[config.mk]
export PLATFORM = sky130hd
export DESIGN_NAME = sevenseg_scan_bcd
export DESIGN_NICKNAME = d
export VERILOG_FILES = /design/src/rtl/sevenseg_pkg.sv /design/src/rtl/sevenseg_scan_bcd_bin2bcd_seq.sv /design/src/rtl/sevenseg_scan_bcd.sv
export SDC_FILE = /design/constraint.sdc
export NUM_CORES = 1
export LEC_CHECK = 0
export BUFFER_PORTS_ARGS = -buffer_cell sky130_fd_sc_hd__buf_2
export CAP_MARGIN = 20
export CORE_MARGIN = 3
export CORE_UTILIZATION = 54
export CTS_CLUSTER_DIAMETER = 80
export DETAILED_ROUTE_END_ITERATION = 8
export PLACE_DENSITY_LB_ADDON = 0.08
export SYNTH_ARGS = -nofsm -noshare
export SYNTH_HDL_FRONTEND = slang
export SYNTH_SLANG_ARGS = --single-unit
[constraint.sdc]
create_clock -name clk -period 2.3 [get_ports clk]
set_clock_uncertainty 0.1 [all_clocks]
set_input_delay 0.115 -clock clk [delete_from_list [all_inputs] [get_ports clk]]
set_output_delay 0.115 -clock clk [all_outputs]
set_load 0.1 [all_outputs]
[src/rtl/sevenseg_pkg.sv]
// Shared constants, converter state type and helpers for the scanned BCD
// seven-segment display driver.
package sevenseg_pkg;

  typedef enum logic [1:0] {
    IDLE  = 2'd0,
    SHIFT = 2'd1,
    DONE  = 2'd2
  } conv_state_e;

  // Active-low cathode patterns, bit order {a,b,c,d,e,f,g}.
  localparam logic [6:0] SEG_BLANK = 7'b1111111;
  localparam logic [6:0] SEG_DASH  = 7'b1111110;
  localparam logic [6:0] SEG_DIGIT [0:9] = '{
    7'b0000001,  // 0
    7'b1001111,  // 1
    7'b0010010,  // 2
    7'b0000110,  // 3
    7'b1001100,  // 4
    7'b0100100,  // 5
    7'b0100000,  // 6
    7'b0001111,  // 7
    7'b0000000,  // 8
    7'b0000100   // 9
  };

  function automatic logic [63:0] pow10(input int n);
    logic [63:0] r;
    r = 64'd1;
    for (int i = 0; i < n; i++) begin
      r = r * 64'd10;
    end
    return r;
  endfunction

  function automatic logic [6:0] seg_decode(input logic [3:0] nib);
    logic [6:0] seg;
    seg = SEG_BLANK;
    if (nib <= 4'd9) begin
      seg = SEG_DIGIT[nib];
    end
    return seg;
  endfunction

endpackage

[src/rtl/sevenseg_scan_bcd_bin2bcd_seq.sv]
// Sequential double-dabble binary-to-BCD converter with a valid/ready input
// handshake; one input bit is consumed per SHIFT cycle.
module bin2bcd_seq
  import sevenseg_pkg::*;
#(
  parameter int DIGITS  = 4,
  parameter int VALUE_W = 14
) (
  input  logic                  clk,
  input  logic                  rst,
  input  logic [VALUE_W-1:0]    value_in,
  input  logic                  value_valid,
  output logic                  value_ready,
  output logic [4*DIGITS-1:0]   bcd,
  output logic                  ovf,
  output logic                  done
);

  localparam int          CNT_W     = $clog2(VALUE_W + 1);
  localparam logic [63:0] OVF_LIMIT = pow10(DIGITS);

  // Handshake: a value is taken on any clock edge where value_valid and
  // value_ready are both high; ready is high only in IDLE, and valid seen
  // while ready is low has no effect.
  conv_state_e          state_q, state_d;
  logic [VALUE_W-1:0]   shreg_q, shreg_d;
  logic [4*DIGITS-1:0]  acc_q, acc_d;
  logic [CNT_W-1:0]     cnt_q, cnt_d;
  logic                 ovf_pend_q, ovf_pend_d;
  logic [4*DIGITS-1:0]  adj;
  logic [63:0]          value_ext;

  assign value_ext = 64'(value_in);

  always_ff @(posedge clk or posedge rst) begin
    if (rst) begin
      state_q <= IDLE;
    end else begin
      state_q <= state_d;
    end
  end

  always_comb begin
    state_d = state_q;
    case (state_q)
      IDLE:    if (value_valid) state_d = SHIFT;
      SHIFT:   if (cnt_q == CNT_W'(VALUE_W - 1)) state_d = DONE;
      DONE:    state_d = IDLE;
      default: state_d = IDLE;
    endcase
  end

  always_comb begin
    value_ready = (state_q == IDLE);
    done        = (state_q == DONE);
  end

  always_ff @(posedge clk or posedge rst) begin
    if (rst) begin
      shreg_q    <= '0;
      acc_q      <= '0;
      cnt_q      <= '0;
      ovf_pend_q <= 1'b0;
    end else begin
      shreg_q    <= shreg_d;
      acc_q      <= acc_d;
      cnt_q      <= cnt_d;
      ovf_pend_q <= ovf_pend_d;
    end
  end

  always_comb begin
    adj = acc_q;
    for (int i = 0; i < DIGITS; i++) begin
      if (acc_q[4*i +: 4] >= 4'd5) begin
        adj[4*i +: 4] = acc_q[4*i +: 4] + 4'd3;
      end
    end
  end

  always_comb begin
    shreg_d    = shreg_q;
    acc_d      = acc_q;
    cnt_d      = cnt_q;
    ovf_pend_d = ovf_pend_q;
    case (state_q)
      IDLE: begin
        if (value_valid) begin
          shreg_d    = value_in;
          acc_d      = '0;
          cnt_d      = '0;
          ovf_pend_d = (value_ext >= OVF_LIMIT);
        end
      end
      SHIFT: begin
        // Bits leaving the top nibble are dropped; overflow is flagged separately.
        acc_d   = {adj[4*DIGITS-2:0], shreg_q[VALUE_W-1]};
        shreg_d = shreg_q << 1;
        cnt_d   = cnt_q + CNT_W'(1);
      end
      default: ;
    endcase
  end

  assign bcd = acc_q;
  assign ovf = ovf_pend_q;

endmodule

[src/rtl/sevenseg_scan_bcd.sv]
// Multiplexed common-anode seven-segment driver: converts a binary value to
// BCD and scans the digits with leading-zero blanking and decimal points.
module sevenseg_scan_bcd
  import sevenseg_pkg::*;
#(
  parameter int DIGITS    = 4,
  parameter int VALUE_W   = 14,
  parameter int REFRESH_W = 18
) (
  input  logic                clk,
  input  logic                reset,
  input  logic [VALUE_W-1:0]  value_in,
  input  logic                value_valid,
  output logic                value_ready,
  input  logic                blank_lz_en,
  input  logic [DIGITS-1:0]   dp_mask,
  output logic [DIGITS-1:0]   anode_select,
  output logic [6:0]          LED_out,
  output logic                dp_out,
  output logic                overflow
);

  localparam int IDX_W = (DIGITS > 1) ? $clog2(DIGITS) : 1;

  logic [4*DIGITS-1:0]  conv_bcd;
  logic                 conv_ovf;
  logic                 conv_done;

  logic [REFRESH_W-1:0] presc_q, presc_d;
  logic [IDX_W-1:0]     idx_q, idx_d;
  logic                 started_q, started_d;
  logic [4*DIGITS-1:0]  disp_q, disp_d;
  logic                 ovf_q, ovf_d;
  logic [DIGITS-1:0]    anode_q, anode_d;
  logic [6:0]           led_q, led_d;
  logic                 dp_q, dp_d;

  logic                 wrap;
  logic [DIGITS-1:0]    lead_zero;
  logic                 zero_run;
  logic [3:0]           nib;
  logic                 pos_blank;
  logic                 dp_bit;
  logic [DIGITS-1:0]    anode_sel;
  logic [6:0]           seg;

  bin2bcd_seq #(
    .DIGITS  (DIGITS),
    .VALUE_W (VALUE_W)
  ) u_conv (
    .clk         (clk),
    .rst         (reset),
    .value_in    (value_in),
    .value_valid (value_valid),
    .value_ready (value_ready),
    .bcd         (conv_bcd),
    .ovf         (conv_ovf),
    .done        (conv_done)
  );

  always_comb begin
    presc_d   = presc_q + REFRESH_W'(1);
    wrap      = &presc_q;
    idx_d     = idx_q;
    started_d = started_q | wrap;
    if (wrap) begin
      idx_d = (idx_q == IDX_W'(DIGITS - 1)) ? '0 : idx_q + IDX_W'(1);
    end
    // The display only moves on the commit pulse, so a conversion in flight
    // never shows up as a partial value.
    disp_d = conv_done ? conv_bcd : disp_q;
    ovf_d  = conv_done ? conv_ovf : ovf_q;
  end

  always_comb begin
    lead_zero = '0;
    zero_run  = 1'b1;
    for (int i = DIGITS - 1; i >= 0; i--) begin
      zero_run     = zero_run && (disp_q[4*i +: 4] == 4'd0);
      lead_zero[i] = zero_run;
    end
  end

  // Scan index 0 is the leftmost digit, i.e. digit position DIGITS-1.
  always_comb begin
    nib       = 4'd0;
    pos_blank = 1'b0;
    dp_bit    = 1'b0;
    anode_sel = '1;
    for (int i = 0; i < DIGITS; i++) begin
      if (idx_q == IDX_W'(DIGITS - 1 - i)) begin
        nib          = disp_q[4*i +: 4];
        pos_blank    = lead_zero[i] && (i != 0);
        dp_bit       = dp_mask[i];
        anode_sel[i] = 1'b0;
      end
    end
  end

  always_comb begin
    if (ovf_q) begin
      seg = SEG_DASH;
    end else if (blank_lz_en && pos_blank) begin
      seg = SEG_BLANK;
    end else begin
      seg = seg_decode(nib);
    end
    anode_d = started_q ? anode_sel : '1;
    led_d   = started_q ? seg : SEG_BLANK;
    dp_d    = started_q ? ~dp_bit : 1'b1;
  end

  always_ff @(posedge clk or posedge reset) begin
    if (reset) begin
      presc_q   <= '0;
      idx_q     <= '0;
      started_q <= 1'b0;
      disp_q    <= '0;
      ovf_q     <= 1'b0;
      anode_q   <= '1;
      led_q     <= SEG_BLANK;
      dp_q      <= 1'b1;
    end else begin
      presc_q   <= presc_d;
      idx_q     <= idx_d;
      started_q <= started_d;
      disp_q    <= disp_d;
      ovf_q     <= ovf_d;
      anode_q   <= anode_d;
      led_q     <= led_d;
      dp_q      <= dp_d;
    end
  end

  assign anode_select = anode_q;
  assign LED_out      = led_q;
  assign dp_out       = dp_q;
  assign overflow     = ovf_q;

endmodule

==> results.toml, run 1 <==
[outcome]
outcome = "complete, no violations"

[routing]
avgViaCountPerCell = 5.441
first_pass_iters = 4
drtIter0Drc = 113
routed_wl_um = 7970
ant_nets = 0
drc = 0
wl_per_cell_um = 13.84
vias = 3134

[timing]
tightest_slew_ns = 0.8076
max_freq_mhz = 447.7
final_hold_viol_count = 0
worst_slew_margin_rel = 0.4616
final.setup.worst_slack_ns = 0.06615
fin_crit_ns = 2.234
period_share = 0.9712
report.final.slew_viol_count = 0
setup_viol = 0
rsz0062_at_grt = "yes"

[clock_tree]
clk_latency_ns = 0.35
htreeDepth = 3
path_clk_slew_ns = 0.08
cts-buffers-inserted = 9
cts_setup_buffers = 0
numClockSinks = 87
ctsLongestPathBuffers = 2
cts_tree = "built"
clockRootBuffer = "clkbuf_8"

[setup_path]
crit_type = "flop to flop"
crit_arrival_ns = 2.41
cp_max_fo = 4
cp_data_required_time_ns = 2.48
critPathCaptureType = "flop"
cp-start-kind = "flop"

[global_routing]
grt_pass1_wl_um = 14170
grt_pass1_vias = 3183
grt_max_degree = 53
grt_use_total = 0.1988
grt_antenna_before_repair = 0
grt_remaining_overflow = 0

[placement]
place_hpwl_um = 5609
port_buffers = 35
dp_slack_ns = -0.01309
dpl_cell_area_mm2 = 0.004629
routabilityCongestion = 0.8537

[die]
rows = 31
io_pins = 36
die_w_um = 94.73
die_area_mm2 = 0.008974
die_y_um = 94.73
start_util = 0.5709
core_area_mm2 = 0.007447

[yosys]
ys_ff_latch = 87
seq_area_frac_synth = 0.5156
yosys_warnings = 0
synth_top_area_frac = 0.4414
syn_nets = 451
syn_area_mm2 = 0.004252
synth_edf_count = 0
yosys.area.top_type = "dfrtp_1"
synth_top_cells_by_area = "dfrtp_1 (44%), dfstp_2 (7.4%), ha_1 (6.2%)"
async_flop_share = 1.000
synthCells = 408
avgSynthCellArea_um2 = 10.42
synth_flop_cell = "dfrtp_1"
synthDistinctLibCells = 56

[power_and_ir_drop]
p_per_area_mw_per_mm2 = 1002
p_leak_nw = 2.253
ir_drop_mv = 0.7531

[finish]
design_area_mm2 = 0.005030
fin_nets = 515
fillers = 608
area_delta_synth_final_pct = 18.30
drive_above_1_share = 0.2537
antenna_cells = 0
final_common_cell = "dfrtp_1"
layout_common_cells = "dfrtp_1 (73), nand2_1 (39), nor2_1 (38)"

[flow_run]
maxCapViolations = 0

[min_path]
hp-class = "primary input to flop"
synthesized netlist by cell type, types with 2 or more instances:
cell type	instances
inv_1	20
nor2_1	40
o21ai_1	2
xor2_1	5
o21ai_0	28
buf_2	2
dfrtp_1	75
o21a_1	2
a32o_1	5
nand2b_1	6
o22ai_1	12
nand4_1	4
nor3b_2	2
xnor2_1	16
buf_6	2
clkbuf_1	10
and2_1	2
a21oi_1	15
nand3_1	26
mux2_2	9
ha_1	21
nand2_1	39
and3_1	6
nor3b_1	3
o31ai_1	5
mux2_1	2
o211ai_1	2
a22oi_1	2
nor4_1	2
or2_2	2
dfstp_2	12
nor2b_1	5
flip-flops by register name, summed over array words and instances (netlist names):
| name | cells |
|---|---|
| presc_q | 18 |
| disp_q | 16 |
| u_conv.bcd | 16 |
| u_conv.shreg_q | 14 |
| LED_out | 7 |
| anode_select | 4 |
| u_conv.cnt_q | 4 |
| idx_q | 2 |
| u_conv.state_q | 2 |
| dp_out | 1 |
| overflow | 1 |
| started_q | 1 |
| u_conv.ovf | 1 |
final cells by class:
type | count | area, um^2 | share of cell area
repair buffers | 69 | 488.0 | 0.09702
well taps | 99 | 123.9 | 0.02463
flip-flops and latches | 87 | 2195 | 0.4363
inverters | 20 | 78.83 | 0.01567
clock buffers | 9 | 123.9 | 0.02463
clock inverters | 7 | 47.55 | 0.009453
multi-input cells | 285 | 1973 | 0.3923
through the flow:
| stage | setup TNS (ns) | utilization | total power [mW] | instances | hold slack [ns] |
|---|---|---|---|---|---|
| 3_5_place_dp | -0.01309 | 0.6216 | 4.087 | 542 | 0.03929 |
| 5_1_grt | -0.08762 | 0.6754 | 5.483 | 576 | 0.03360 |
| 4_1_cts | 0 | 0.6689 | 5.077 | 576 | 0.01677 |
| 6_report | 0 | 0.6754 | 5.040 | 576 | 0.03334 |
| 3_3_place_gp | 0 | 0.6216 | 4.013 | 542 | 0.03445 |
| 2_1_floorplan | -0.005922 | - | 3.615 | 408 | 0.1204 |
power breakdown:
part           leakage (nW)  switching (mW)  internal (mW)
clock network        0.0858           0.557          0.394
logic                  1.12            1.07          0.781
registers              1.05           0.319           1.92
critical path, cell delays in order (launching register included):
cell and delay, ns:
dfrtp_2 0.46, ha_4 0.17, nor2b_2 0.15, a221o_1 0.31, a22oi_2 0.22, inv_2 0.09, ha_4 0.18, nor2_4 0.11
a21oi_2 0.07, a21boi_2 0.18, o221ai_2 0.12
metal layers:
metal	vias to the layer above	share of wire	global-route usage	wire length, um
li1	1549	-	-	-
met1	1518	0.47	0.2592	3760
met4	0	0.017	0.07332	136
met3	12	0.036	0.03586	287
met5	-	0	0	0
met2	55	0.48	0.3318	3786
cell families (layout without fill, tap and decap cells):
family / count (synthesis) / in the layout / synth area share
xor gates and xnor gates: 21 / 21 / 0.04326
DFF: 87 / 87 / 0.5156
adders and majority gates: 21 / 21 / 0.06180
muxes: 11 / 11 / 0.02914
AOI/OAI and AO/OA: 85 / 85 / 0.1363
buffers and inverters: 36 / 105 / 0.03679
and+or+nand+nor: 147 / 147 / 0.1772
repair_timing:
item / 4_1_cts / 5_1_grt
hold buffers: 18 / 0
resized for setup: 0 / 12
pin swaps: 1 / 2
endpoints found under the hold margin: 34 / 0
gates cloned: 0 / 0
endpoints found under the setup margin: 1 / 5
final timing paths:
| kind | from | endpoint | slack [ns] | depth (start not counted) |
|---|---|---|---|---|
| max | idx_q[1] | LED_out[0] | 0.07 | 10 |
| min | value_valid | u_conv.cnt_q[2] | 0.03 | 3 |
| max reg2reg | idx_q[1] | LED_out[0] | 0.07 | 10 |
| min reg2reg | presc_q[5] | presc_q[5] | 0.37 | 1 |
| max in group asynchronous | reset | anode_select[0] | 1.26 | 4 |
| min in group asynchronous | reset | disp_q[13] | 0.21 | 3 |
Power figures use the tool's default switching activity.
==> run 2, diff against run 1 <==
- SETUP_SLACK_MARGIN: default -> 0.1
==> results.toml, run 2 (same netlist as run 1, synthesis figures left out) <==
[routing]
vias = 3138
routed_wl_um = 8044
first_pass_iters = 4
drc = 0
wl_per_cell_um = 13.87
drtIter0Drc = 183
avgViaCountPerCell = 5.410
ant_nets = 0

[finish]
design_area_mm2 = 0.005159
finalNonFillerCells = 580
layout_common_cells = "dfrtp_1 (73), nand2_1 (39), nor2_1 (38)"
antenna_cells = 0
largest_reg_flops = 18
fillers = 587
drive_above_1_share = 0.2661
top_register = "presc_q"
final_common_cell = "dfrtp_1"
area_delta_synth_final_pct = 21.34
fin_nets = 519
fin_util = 0.6927

[global_routing]
busiest_layer = "met2"
grt_antenna_before_repair = 0
grt_use_total = 0.1977
grt_max_degree = 64
grt_use_met2 = 0.3218
grtUsageMet3 = 0.03187
grt_remaining_overflow = 0
grt_pass1_wl_um = 13970
grt_pass1_vias = 3068
grtUsageMet1 = 0.2653

[timing]
max_freq_mhz = 445.8
setup_viol = 0
fin_crit_ns = 2.243
worst_slew_margin_rel = 0.4767
worst_hold_slack_ns = 0.04666
period_share = 0.9752
report.final.slew_viol_count = 0
final_hold_viol_count = 0
rsz0062_at_grt = "yes"
tightest_slew_ns = 0.7849
final.setup.worst_slack_ns = 0.05698
fin_tns_setup_ns = 0

[setup_path]
cp_top_family = "compound AO/OA/AOI/OAI gates"
max_stage_delay_ns = 0.45
crit_arrival_ns = 2.41
cp_max_fo = 5
cp_cell_sequence = "ha_2, nor2b_4, a221o_1, a22oi_2, ha_2, nor2_4, a21oi_2, a21boi_2, o221ai_2"
slowest_stage = "dfrtp_2"
critPathCaptureType = "flop"
cpMostUsedCell = "ha_2"
cp-start-kind = "flop"
cp_data_required_time_ns = 2.46
critPathBufInv = 0
crit_type = "flop to flop"

[power_and_ir_drop]
p_leak_nw = 2.309
p_per_area_mw_per_mm2 = 1039
ir_drop_mv = 1.353
finalPower_mw = 5.361

[clock_tree]
htreeDepth = 3
path_clk_slew_ns = 0.09
clockRootBuffer = "clkbuf_8"
numClockSinks = 87
cts-buffers-inserted = 9
cts_tree = "built"
ctsLongestPathBuffers = 2
clk_latency_ns = 0.35

[flow_run]
maxCapViolations = 0

[placement]
dpl_cell_area_mm2 = 0.004619
place_hpwl_um = 5469
dp.cells = 540
routabilityCongestion = 0.8611
port_buffers = 35
dp_slack_ns = -0.05325

[die]
die_area_mm2 = 0.008974
io_pins = 36
die_w_um = 94.73
rows = 31
core_area_mm2 = 0.007447
start_util = 0.5709
die_y_um = 94.73

[min_path]
hp-class = "primary input to flop"

[outcome]
outcome = "complete, no violations"
## run 2: cell count changes in the layout (fill, tap and decap cells not counted), sizes merged
cell and change:
bufinv +3, clkinv -1, clkinvlp -2, buf +4
## run 2: report_power, final
part	leakage (nW)	internal [mW]	total, mW	switching (mW)
Combinational	1.14	0.789	1.85	1.06
Clock	0.124	0.726	1.27	0.545
Sequential	1.05	1.92	2.24	0.316
## run 2: final timing paths
| check | from | endpoint | slack (ns) | cells after the start |
|---|---|---|---|---|
| hold reg to reg | u_conv.ovf | u_conv.ovf | 0.37 | 2 |
| max in group asynchronous | reset | idx_q[1] | 1.15 | 4 |
| setup / recovery | idx_q[0] | LED_out[0] | 0.06 | 9 |
| hold / removal | dp_mask[2] | dp_out | 0.05 | 4 |
| setup reg to reg | idx_q[0] | LED_out[0] | 0.06 | 9 |
| min in group asynchronous | reset | disp_q[13] | 0.25 | 3 |
## run 2: final cells by class
cell class / instances / area (um^2) / share of cell area
Multi-Input combinational cell: 285 / 1991 / 0.3859
Clock buffer: 9 / 123.9 / 0.02401
Sequential cell: 87 / 2195 / 0.4254
Clock inverter: 7 / 117.6 / 0.02280
Timing Repair Buffer: 73 / 529.3 / 0.1026
Tap cell: 99 / 123.9 / 0.02401
Inverter: 20 / 78.83 / 0.01528
## run 2: metal layers
layer  up-vias  part of all wire  routed length (um)
li1       1561                 -                   -
met1      1500              0.46                3728
met2        63              0.48                3877
met3        14             0.035                 284
met4         0             0.019                 153
met5         -                 0                   0
## run 2: worst min-delay path, stage by stage
cell,delay (ns)
buf_2,0.10
nor2b_1,0.10
o31ai_1,0.08
nand2_1,0.07
## run 2: repair_timing
action	CTS	global route
pin swaps	6	2
endpoints found under the setup margin	6	7
setup buffers	6	1
hold buffers	18	0
hold endpoints to repair	30	0
resized for setup	14	5
==> run 3, diff against run 2 <==
- CORE_UTILIZATION: 54 -> 59
- clock period: 2.3 -> 2.25 ns (I/O delays scaled with it)
==> results.toml, run 3 (same netlist as run 1, synthesis figures left out) <==
[placement]
routabilityCongestion = 0.8978
place_hpwl_um = 5599
port_buffers = 35
dp_slack_ns = -0.05937

[setup_path]
crit_arrival_ns = 2.42
slowest_stage = "dfrtp_2"
crit_type = "flop to flop"
cp-start-kind = "flop"
cp_max_fo = 4
cp_data_required_time_ns = 2.44
cp_cell_sequence = "ha_2, nor2b_4, a221o_1, a22oi_2, inv_2, ha_4, nor2_4, buf_6, nand2_2, and3_4, nand2_1"
max_stage_delay_ns = 0.45
critPathCaptureType = "flop"

[die]
die_y_um = 90.89
start_util = 0.6156
die_area_mm2 = 0.008261
io_pins = 36
rows = 30
die_w_um = 90.89
core_area_mm2 = 0.006907

[routing]
vias = 3210
drc = 0
avgViaCountPerCell = 5.525
wl_per_cell_um = 14.55
drtIter0Drc = 155
routed_wl_um = 8456
ant_nets = 0
first_pass_iters = 4

[timing]
report.final.slew_viol_count = 0
worst_slew_margin_rel = 0.4943
tightest_slew_ns = 0.7585
max_freq_mhz = 448.5
setup_viol = 0
fin_crit_ns = 2.230
final_hold_viol_count = 0
final.setup.worst_slack_ns = 0.02015
period_share = 0.9910
rsz0062_at_grt = "yes"

[clock_tree]
cts-buffers-inserted = 9
clk_latency_ns = 0.35
ctsLongestPathBuffers = 2
path_clk_slew_ns = 0.08
htreeDepth = 3
numClockSinks = 87
cts_tree = "built"
clockRootBuffer = "clkbuf_8"

[global_routing]
grt_antenna_before_repair = 0
grt_pass1_vias = 3195
grt_use_met2 = 0.3706
grt_remaining_overflow = 0
grtUsageMet1 = 0.2773
grt_pass1_wl_um = 14630
grtUsageMet3 = 0.04333
busiest_layer = "met2"
grt_use_total = 0.2183
grt_max_degree = 88

[finish]
fin_util = 0.7457
seq_area_mm2 = 0.002195
multiInputGateArea_mm2 = 0.001981
area_delta_synth_final_pct = 21.13
top_register = "presc_q"
largest_reg_flops = 18
drive_above_1_share = 0.2722
final_common_cell = "dfrtp_1"
layout_common_cells = "dfrtp_1 (73), nor2_1 (38), nand2_1 (38)"
fin_nets = 523
fillers = 514
antenna_cells = 0

[min_path]
hp-class = "primary input to flop"

[flow_run]
maxCapViolations = 0

[power_and_ir_drop]
p_per_area_mw_per_mm2 = 1056
ir_drop_mv = 0.9378
finalPower_mw = 5.437
p_leak_nw = 2.318

[outcome]
outcome = "complete, no violations"
## run 3: power by group
group,internal [mW],switching (mW),leakage (nW)
clock,0.656,0.542,0.110
combinational,0.816,1.12,1.16
sequential,1.97,0.339,1.05
## run 3: final timing paths
kind	start	endpoint	slack [ns]	depth (start not counted)
max in group asynchronous	reset	anode_select[0]	1.35	4
min in group asynchronous	reset	disp_q[12]	0.34	4
setup / recovery	idx_q[1]	LED_out[3]	0.02	11
hold reg to reg	presc_q[14]	presc_q[14]	0.37	1
setup reg to reg	idx_q[1]	LED_out[3]	0.02	11
hold / removal	dp_mask[2]	dp_out	0.03	4
## run 3: per-layer routing
metal | up-vias | routed length (um)
li1 | 1570 | -
met1 | 1564 | 3767
met2 | 64 | 4237
met3 | 12 | 318
met4 | 0 | 133
met5 | - | 0
## run 3: stage by stage
stage | cell area (um^2) | std cells | hold WS, ns | TNS (ns)
6_report | 5150 | 581 | 0.03181 | 0
5_1_grt | 5150 | 581 | 0.02757 | -0.5220
4_1_cts | 5147 | 581 | 0.02148 | 0
2_1_floorplan | 4284 | 408 | 0.1179 | -0.08370
3_5_place_dp | 4653 | 542 | 0.1759 | -0.1986
3_3_place_gp | 4653 | 542 | 0.1745 | 0
## run 3: what timing repair did
| item | in CTS | in global routing |
|---|---|---|
| pin swaps | 4 | 3 |
| gates resized for setup | 15 | 2 |
| cloned | 0 | 0 |
| hold buffers | 17 | 0 |
| buffers inserted | 6 | 0 |
| setup endpoints to repair | 7 | 7 |
| hold endpoints to repair | 93 | 0 |
## run 3: area by class of cell
class | count | share of cell area
sequential | 87 | 0.4261
multi-input combinational | 285 | 0.3846
timing repair buffer | 77 | 0.1074
clock buffer | 11 | 0.02745
tap | 96 | 0.02332
clock inverter | 5 | 0.01579
inverter | 20 | 0.01531
## run 3: worst max-delay path: cells and delay by family, from the launching register on
family | cells | cell delay [ns]
compound gates | 2 | 0.53
fa+ha+maj | 2 | 0.38
buf+inv | 2 | 0.20
flops | 1 | 0.45
simple gates | 5 | 0.50
